File: src/rtl/ctrl_io_dr_pkg.sv
// Shared types and dual-rail encoding helpers for the ctrl_IO tile sequencer.
package ctrl_io_dr_pkg;

  typedef enum logic {
    PRECH = 1'b0,
    EVAL  = 1'b1
  } dr_phase_e;

  localparam logic [1:0] DR_NULL = 2'b00;
  localparam logic [1:0] DR_ONE  = 2'b10;
  localparam logic [1:0] DR_ZERO = 2'b01;

  typedef struct packed {
    logic valid;
    logic data;
  } dr_dec_t;

  // rails are {t, f}; 00 and 11 carry no legal value
  function automatic dr_dec_t dr_decode(input logic [1:0] rails);
    dr_dec_t r;
    r.valid = 1'b0;
    r.data  = 1'b0;
    case (rails)
      DR_ONE: begin
        r.valid = 1'b1;
        r.data  = 1'b1;
      end
      DR_ZERO: begin
        r.valid = 1'b1;
        r.data  = 1'b0;
      end
      default: begin
        r.valid = 1'b0;
        r.data  = 1'b0;
      end
    endcase
    return r;
  endfunction

endpackage

File: src/rtl/ctrl_io_dr_fifo.sv
// Single-clock transmit FIFO with registered full/empty flags and no fall-through.
module ctrl_io_dr_fifo #(
  parameter int DEPTH = 2
) (
  input  logic clk,
  input  logic rst_n,
  input  logic push,
  input  logic pop,
  input  logic din,
  output logic dout,
  output logic full,
  output logic empty
);

  localparam int AW = $clog2(DEPTH);

  logic [AW:0] wr_ptr_q, wr_ptr_d;
  logic [AW:0] rd_ptr_q, rd_ptr_d;
  logic        full_q, full_d;
  logic        empty_q, empty_d;
  logic        mem_q [DEPTH];
  logic        do_push, do_pop;

  assign do_push = push && !full_q;
  assign do_pop  = pop && !empty_q;

  // pointers carry one extra wrap bit to tell full from empty
  always_comb begin
    wr_ptr_d = wr_ptr_q + {{AW{1'b0}}, do_push};
    rd_ptr_d = rd_ptr_q + {{AW{1'b0}}, do_pop};
    empty_d  = (wr_ptr_d == rd_ptr_d);
    full_d   = (wr_ptr_d[AW] != rd_ptr_d[AW]) &&
               (wr_ptr_d[AW-1:0] == rd_ptr_d[AW-1:0]);
  end

  always_ff @(posedge clk or negedge rst_n) begin
    if (!rst_n) begin
      wr_ptr_q <= '0;
      rd_ptr_q <= '0;
      full_q   <= 1'b0;
      empty_q  <= 1'b1;
    end else begin
      wr_ptr_q <= wr_ptr_d;
      rd_ptr_q <= rd_ptr_d;
      full_q   <= full_d;
      empty_q  <= empty_d;
    end
  end

  always_ff @(posedge clk) begin
    if (do_push) begin
      mem_q[wr_ptr_q[AW-1:0]] <= din;
    end
  end

  assign dout  = mem_q[rd_ptr_q[AW-1:0]];
  assign full  = full_q;
  assign empty = empty_q;

endmodule

File: src/rtl/ctrl_io_dr_sequencer.sv
// Precharge/evaluate dual-rail sequencer for the ctrl_IO tile top-side pins:
// encodes FIFO bits onto O rails, decodes returned I rails, tracks faults.
module ctrl_io_dr_sequencer
  import ctrl_io_dr_pkg::*;
#(
  parameter int EVAL_CYCLES = 1,
  parameter int FIFO_DEPTH  = 2,
  parameter int CNT_W       = 8
) (
  input  logic             UserCLK,
  input  logic             rst,
  input  logic             run,
  input  logic             in_valid,
  input  logic             in_data,
  output logic             in_ready,
  output logic             O_top_0_t,
  output logic             O_top_0_f,
  output logic             prech2,
  output logic             DR_fault,
  input  logic             I_top_0_t,
  input  logic             I_top_0_f,
  input  logic             T_top,
  input  logic             F_ctrl,
  output logic             out_valid,
  output logic             out_data,
  output logic             out_oe,
  output logic             out_err,
  input  logic             fault_clr,
  output logic [CNT_W-1:0] fault_cnt
);

  localparam logic [3:0]       EVAL_LOAD = 4'(EVAL_CYCLES - 1);
  localparam logic [CNT_W-1:0] CNT_ONE   = CNT_W'(1);
  localparam logic [CNT_W-1:0] CNT_MAX   = '1;

  dr_phase_e        state_q;
  logic [3:0]       eval_cnt_q;
  logic             prech2_q;
  logic [1:0]       o_rails_q;
  logic             settle_q;
  logic             out_valid_q, out_data_q, out_oe_q, out_err_q;
  logic             dr_fault_q;
  logic [CNT_W-1:0] fault_cnt_q;

  logic       fifo_push, fifo_pop, fifo_dout, fifo_full, fifo_empty;
  logic       start_beat, end_beat;
  logic [1:0] i_rails;
  dr_dec_t    dec;
  logic       prech_bad, sample_bad, fault_any;

  ctrl_io_dr_fifo #(
    .DEPTH(FIFO_DEPTH)
  ) u_fifo (
    .clk  (UserCLK),
    .rst_n(rst),
    .push (fifo_push),
    .pop  (fifo_pop),
    .din  (in_data),
    .dout (fifo_dout),
    .full (fifo_full),
    .empty(fifo_empty)
  );

  assign in_ready  = !fifo_full;
  assign fifo_push = in_valid && !fifo_full;

  // being in PRECH at an edge means a whole precharge cycle has already elapsed
  assign start_beat = (state_q == PRECH) && run && !fifo_empty;
  assign end_beat   = (state_q == EVAL) && (eval_cnt_q == 4'd0);
  assign fifo_pop   = start_beat;

  assign i_rails    = {I_top_0_t, I_top_0_f};
  assign dec        = dr_decode(i_rails);
  assign prech_bad  = (state_q == PRECH) && !settle_q && (i_rails != DR_NULL);
  assign sample_bad = end_beat && !dec.valid;
  assign fault_any  = prech_bad || sample_bad || F_ctrl;

  always_ff @(posedge UserCLK or negedge rst) begin
    if (!rst) begin
      state_q     <= PRECH;
      eval_cnt_q  <= 4'd0;
      prech2_q    <= 1'b1;
      o_rails_q   <= DR_NULL;
      settle_q    <= 1'b0;
      out_valid_q <= 1'b0;
      out_data_q  <= 1'b0;
      out_oe_q    <= 1'b0;
      out_err_q   <= 1'b0;
    end else begin
      out_valid_q <= 1'b0;
      out_err_q   <= 1'b0;
      settle_q    <= 1'b0;
      case (state_q)
        PRECH: begin
          if (start_beat) begin
            state_q    <= EVAL;
            eval_cnt_q <= EVAL_LOAD;
            prech2_q   <= 1'b0;
            o_rails_q  <= fifo_dout ? DR_ONE : DR_ZERO;
          end
        end
        EVAL: begin
          if (eval_cnt_q == 4'd0) begin
            state_q     <= PRECH;
            prech2_q    <= 1'b1;
            o_rails_q   <= DR_NULL;
            settle_q    <= 1'b1;
            out_oe_q    <= ~T_top;
            out_valid_q <= dec.valid;
            out_err_q   <= !dec.valid;
            if (dec.valid) begin
              out_data_q <= dec.data;
            end
          end else begin
            eval_cnt_q <= eval_cnt_q - 4'd1;
          end
        end
        default: begin
          state_q   <= PRECH;
          prech2_q  <= 1'b1;
          o_rails_q <= DR_NULL;
        end
      endcase
    end
  end

  // a new fault in the same cycle as a clear restarts the count at one
  always_ff @(posedge UserCLK or negedge rst) begin
    if (!rst) begin
      dr_fault_q  <= 1'b0;
      fault_cnt_q <= '0;
    end else if (fault_any) begin
      dr_fault_q <= 1'b1;
      if (fault_clr) begin
        fault_cnt_q <= CNT_ONE;
      end else if (fault_cnt_q != CNT_MAX) begin
        fault_cnt_q <= fault_cnt_q + CNT_ONE;
      end
    end else if (fault_clr) begin
      dr_fault_q  <= 1'b0;
      fault_cnt_q <= '0;
    end
  end

  assign prech2    = prech2_q;
  assign O_top_0_t = o_rails_q[1];
  assign O_top_0_f = o_rails_q[0];
  assign out_valid = out_valid_q;
  assign out_data  = out_data_q;
  assign out_oe    = out_oe_q;
  assign out_err   = out_err_q;
  assign DR_fault  = dr_fault_q;
  assign fault_cnt = fault_cnt_q;

endmodule

File: config.mk
export PLATFORM = sky130hd
export DESIGN_NAME = ctrl_io_dr_sequencer
export DESIGN_NICKNAME = d
export VERILOG_FILES = /design/src/rtl/ctrl_io_dr_pkg.sv /design/src/rtl/ctrl_io_dr_fifo.sv /design/src/rtl/ctrl_io_dr_sequencer.sv
export SDC_FILE = /design/constraint.sdc
export NUM_CORES = 1
export LEC_CHECK = 0
export BUFFER_PORTS_ARGS = -buffer_cell sky130_fd_sc_hd__buf_2
export CAP_MARGIN = 30
export CORE_UTILIZATION = 48
export CTS_CLUSTER_DIAMETER = 60
export DETAILED_ROUTE_END_ITERATION = 12
export PLACE_DENSITY = 0.74
export SYNTH_ARGS = -nofsm -noshare
export SYNTH_HDL_FRONTEND = slang
export SYNTH_SLANG_ARGS = --single-unit
File: constraint.sdc
create_clock -name UserCLK -period 2.1 [get_ports UserCLK]
set_clock_uncertainty 0.15 [all_clocks]
set_input_delay 0.105 -clock UserCLK [delete_from_list [all_inputs] [get_ports UserCLK]]
set_output_delay 0.105 -clock UserCLK [all_outputs]
set_load 0.02 [all_outputs]
==> metrics.txt <==
status=complete, no violations; max-slew violations=0; area delta synth->final=27.4%; WHS Path Cells=4; Root Driver=clkbuf_4; Fin. Hold Viols=0; largest family of logic cells by synthesized area=simple AND/OR/NAND/NOR gates; Ys Warns=0; clock power share=0.140; worst hold margin=0.0805 ns; first-pass GRT wire length=4360 µm; placed cell areas=1570 µm²; maxcap violations=0; worst slew pin tran=0.616 ns; antenna violations before repair=0; nets=188; mapped cell area=1380 µm²; CTS buffer count=5; Psw=879 µW; CTS tree=built; Worst Path Required=2.21 ns; most area-consuming cells after synthesis=dfrtp_1 (47%), ha_1 (6.4%), edfxtp_1 (4.4%); FMAX=493 MHz; crit path buf inv count=4; Power Internal=1390 µW; cell count after placement=184; FP Rows=19; IO Pins=27; PD cells=1290 nW/µm²; Die X=55.5 µm; core area=2730 µm²; Synth area leader=dfrtp_1; compound-gate portion of the synthesized area=0.111; Logic pwr share=0.447; Worst slew margin=0.589; hold crit path type=in2reg; cells after synthesis=124; multiplexer share of the synthesized area=0.0237; min Tclk post-route=2.03 ns; via count=1056; Via density=5.20; CP top delay family=simple AND/OR/NAND/NOR gates; syn_nets=141; crit path kind=reg2reg; Critical Path AT=2.14 ns; drt pass-1 iters=4; startpoint types=flop; layout cell share with drive strength beyond 1=0.343; Post-synth ARST share=0.933; slowest CP cell=or4_1; min-delay src=I_top_0_f; Clock Tree Buf Depth=2; final wirelength=2620 µm; Antenna Nets Post-Route=0; Clock Latency Late Sink=0.33 ns; Mean Syn Cell Area=11.1 µm²; peak supply drop=0.00106 V; RePlAce Congestion=0.795; detailed placement HPWL=1770 µm; Hold EP=out_data; reg2reg end=fault_cnt[7]; Non-Filler Instances=203; post-DR wirelength/cell=12.9 µm; reg2reg setup slack=0.07 ns; largest net degree at the start of global routing=29; global route total overflow=0; reg2reg path depth=9; post-synthesis sequential area ratio=0.555; Place WS=0.0312 ns; post-synthesis adder-cell area fraction=0.0637; Port Buffer Count=26; Iter 0 DRT Violations=24; GRT Util Overall=0.186; Crit path largest cell delay=0.51 ns; Yosys cell types=35; number of synthesized flops with an enable pin=2; die area=3080 µm²; FF-to-FF Start=eval_cnt_q[0]; Synth Area in Simple Gates=0.165; sequential power share=0.413; DRC viols=0; starting density of the core=0.503; Post-Synth XOR/XNOR Area=0.0382; flops & latches, synth=30; leak pwr=0.000865 µW; setup ws final=0.0708 ns; CTS Sinks=30; worst-path fanout max=15; n_diodes=0; setup TNS=0 ns; Synth Flop Type=dfrtp_1; die height=55.5 µm; switching part of the total=0.388; most used cell, CP=inv_2; nature of the critical path endpoint=flop; clk slew on worst S/H paths=0.10 ns; CP cell instances=inv_2 -> ha_4 -> nand3_2 -> inv_2 -> a211oi_4 -> buf_12 -> buf_4 -> or4_1 -> a21oi_2; number of global-route vias before repair=1017; setup violators final=0; fin area=1750 µm²; fin crit share=0.966; H-tree lvl count=2; post-synth top area share=0.473; most frequent cells in the layout=dfrtp_1 (26), buf_2 (26), inv_1 (10), nor2_1 (10)
## worst max-delay path by stage
stage / from / end / cells past startpoint
after floorplan: fault_cnt[0] / fault_cnt[6] / 4
after global placement: eval_cnt_q[0] / fault_cnt[5] / 7
after detailed placement: eval_cnt_q[0] / fault_cnt[5] / 7
after CTS: eval_cnt_q[0] / fault_cnt[5] / 7
after global routing: eval_cnt_q[0] / fault_cnt[7] / 9
final: eval_cnt_q[0] / fault_cnt[7] / 9
## cell type report
class	instances	area (µm²)
clock buffer	6	41.3
timing repair buffer	41	273
fill	224	982
sequential	30	763
multi-input combinational	79	573
tap	31	38.8
inverter	14	52.6
clock inverter	2	10.0
## repair_timing
action                     CTS  global route
setup endpoints to repair    1             6
gates resized for setup      0             7
hold endpoints to repair    36             0
buffers inserted             0             5
pin swaps                    1             3
hold buffers                 7             0
## power groups by stage
stage	Clock (µW)	Combinational [µW]	Sequential, µW
floorplan	0	541	1030
global placement	0	873	928
detailed placement	0	901	942
CTS	332	925	929
global route	353	1130	959
finish	318	1010	935
## registers in the layout (all words and copies together) (netlist names)
name and cells:
DR_fault 1, eval_cnt_q 4, fault_cnt 8, o_rails_q 2
out_data 1, out_err 1, out_oe 1, out_valid 1
prech2 1, settle_q 1, state_q 1, u_fifo.empty 1
u_fifo.full 1, u_fifo.mem_q 2, u_fifo.rd_ptr_q 2, u_fifo.wr_ptr_q 2
## cell usage after synthesis, drive strengths merged (2+ instances only)
library cell / number
xnor2: 2
nor2: 11
o21a: 2
edfxtp: 2
or3: 2
a21oi: 3
nor3: 4
and3: 2
dfstp: 2
o21ai: 7
o211ai: 2
nand3: 7
nor2b: 3
o31ai: 2
dfrtp: 26
or3b: 2
xor2: 4
nand2: 6
mux2: 2
inv: 14
or4: 2
ha: 7
## per-layer routing
metal	share of wire	wire length [µm]	GRT usage	vias to the layer above
li1	-	-	-	526
met1	0.45	1170	0.232	498
met2	0.48	1260	0.289	25
met3	0.050	131	0.0703	7
met4	0.018	48	0.0821	0
met5	0	0	0	-
## metrics by stage
step	power (µW)	util
2_1_floorplan	1570	-
4_1_cts	2190	0.617
3_3_place_gp	1800	0.573
5_1_grt	2440	0.641
3_5_place_dp	1840	0.573
6_report	2270	0.641
## kinds of logic (layout without fill, tap and decap cells)
group	after synthesis	count (layout)
xor gates and xnor gates	6	6
AOI/OAI and AO/OA	21	21
buffers and inverters	15	63
adders and majority gates	7	7
and+or+nand+nor	42	42
muxes	3	3
DFF	30	30
## worst reg2reg max path: stages (launching register included)
cell	delay, ns
dfrtp_1	0.42
inv_2	0.08
ha_4	0.14
nand3_2	0.08
inv_2	0.09
a211oi_4	0.07
buf_12	0.15
buf_4	0.13
or4_1	0.51
a21oi_2	0.12
Power figures use the tool's default switching activity.
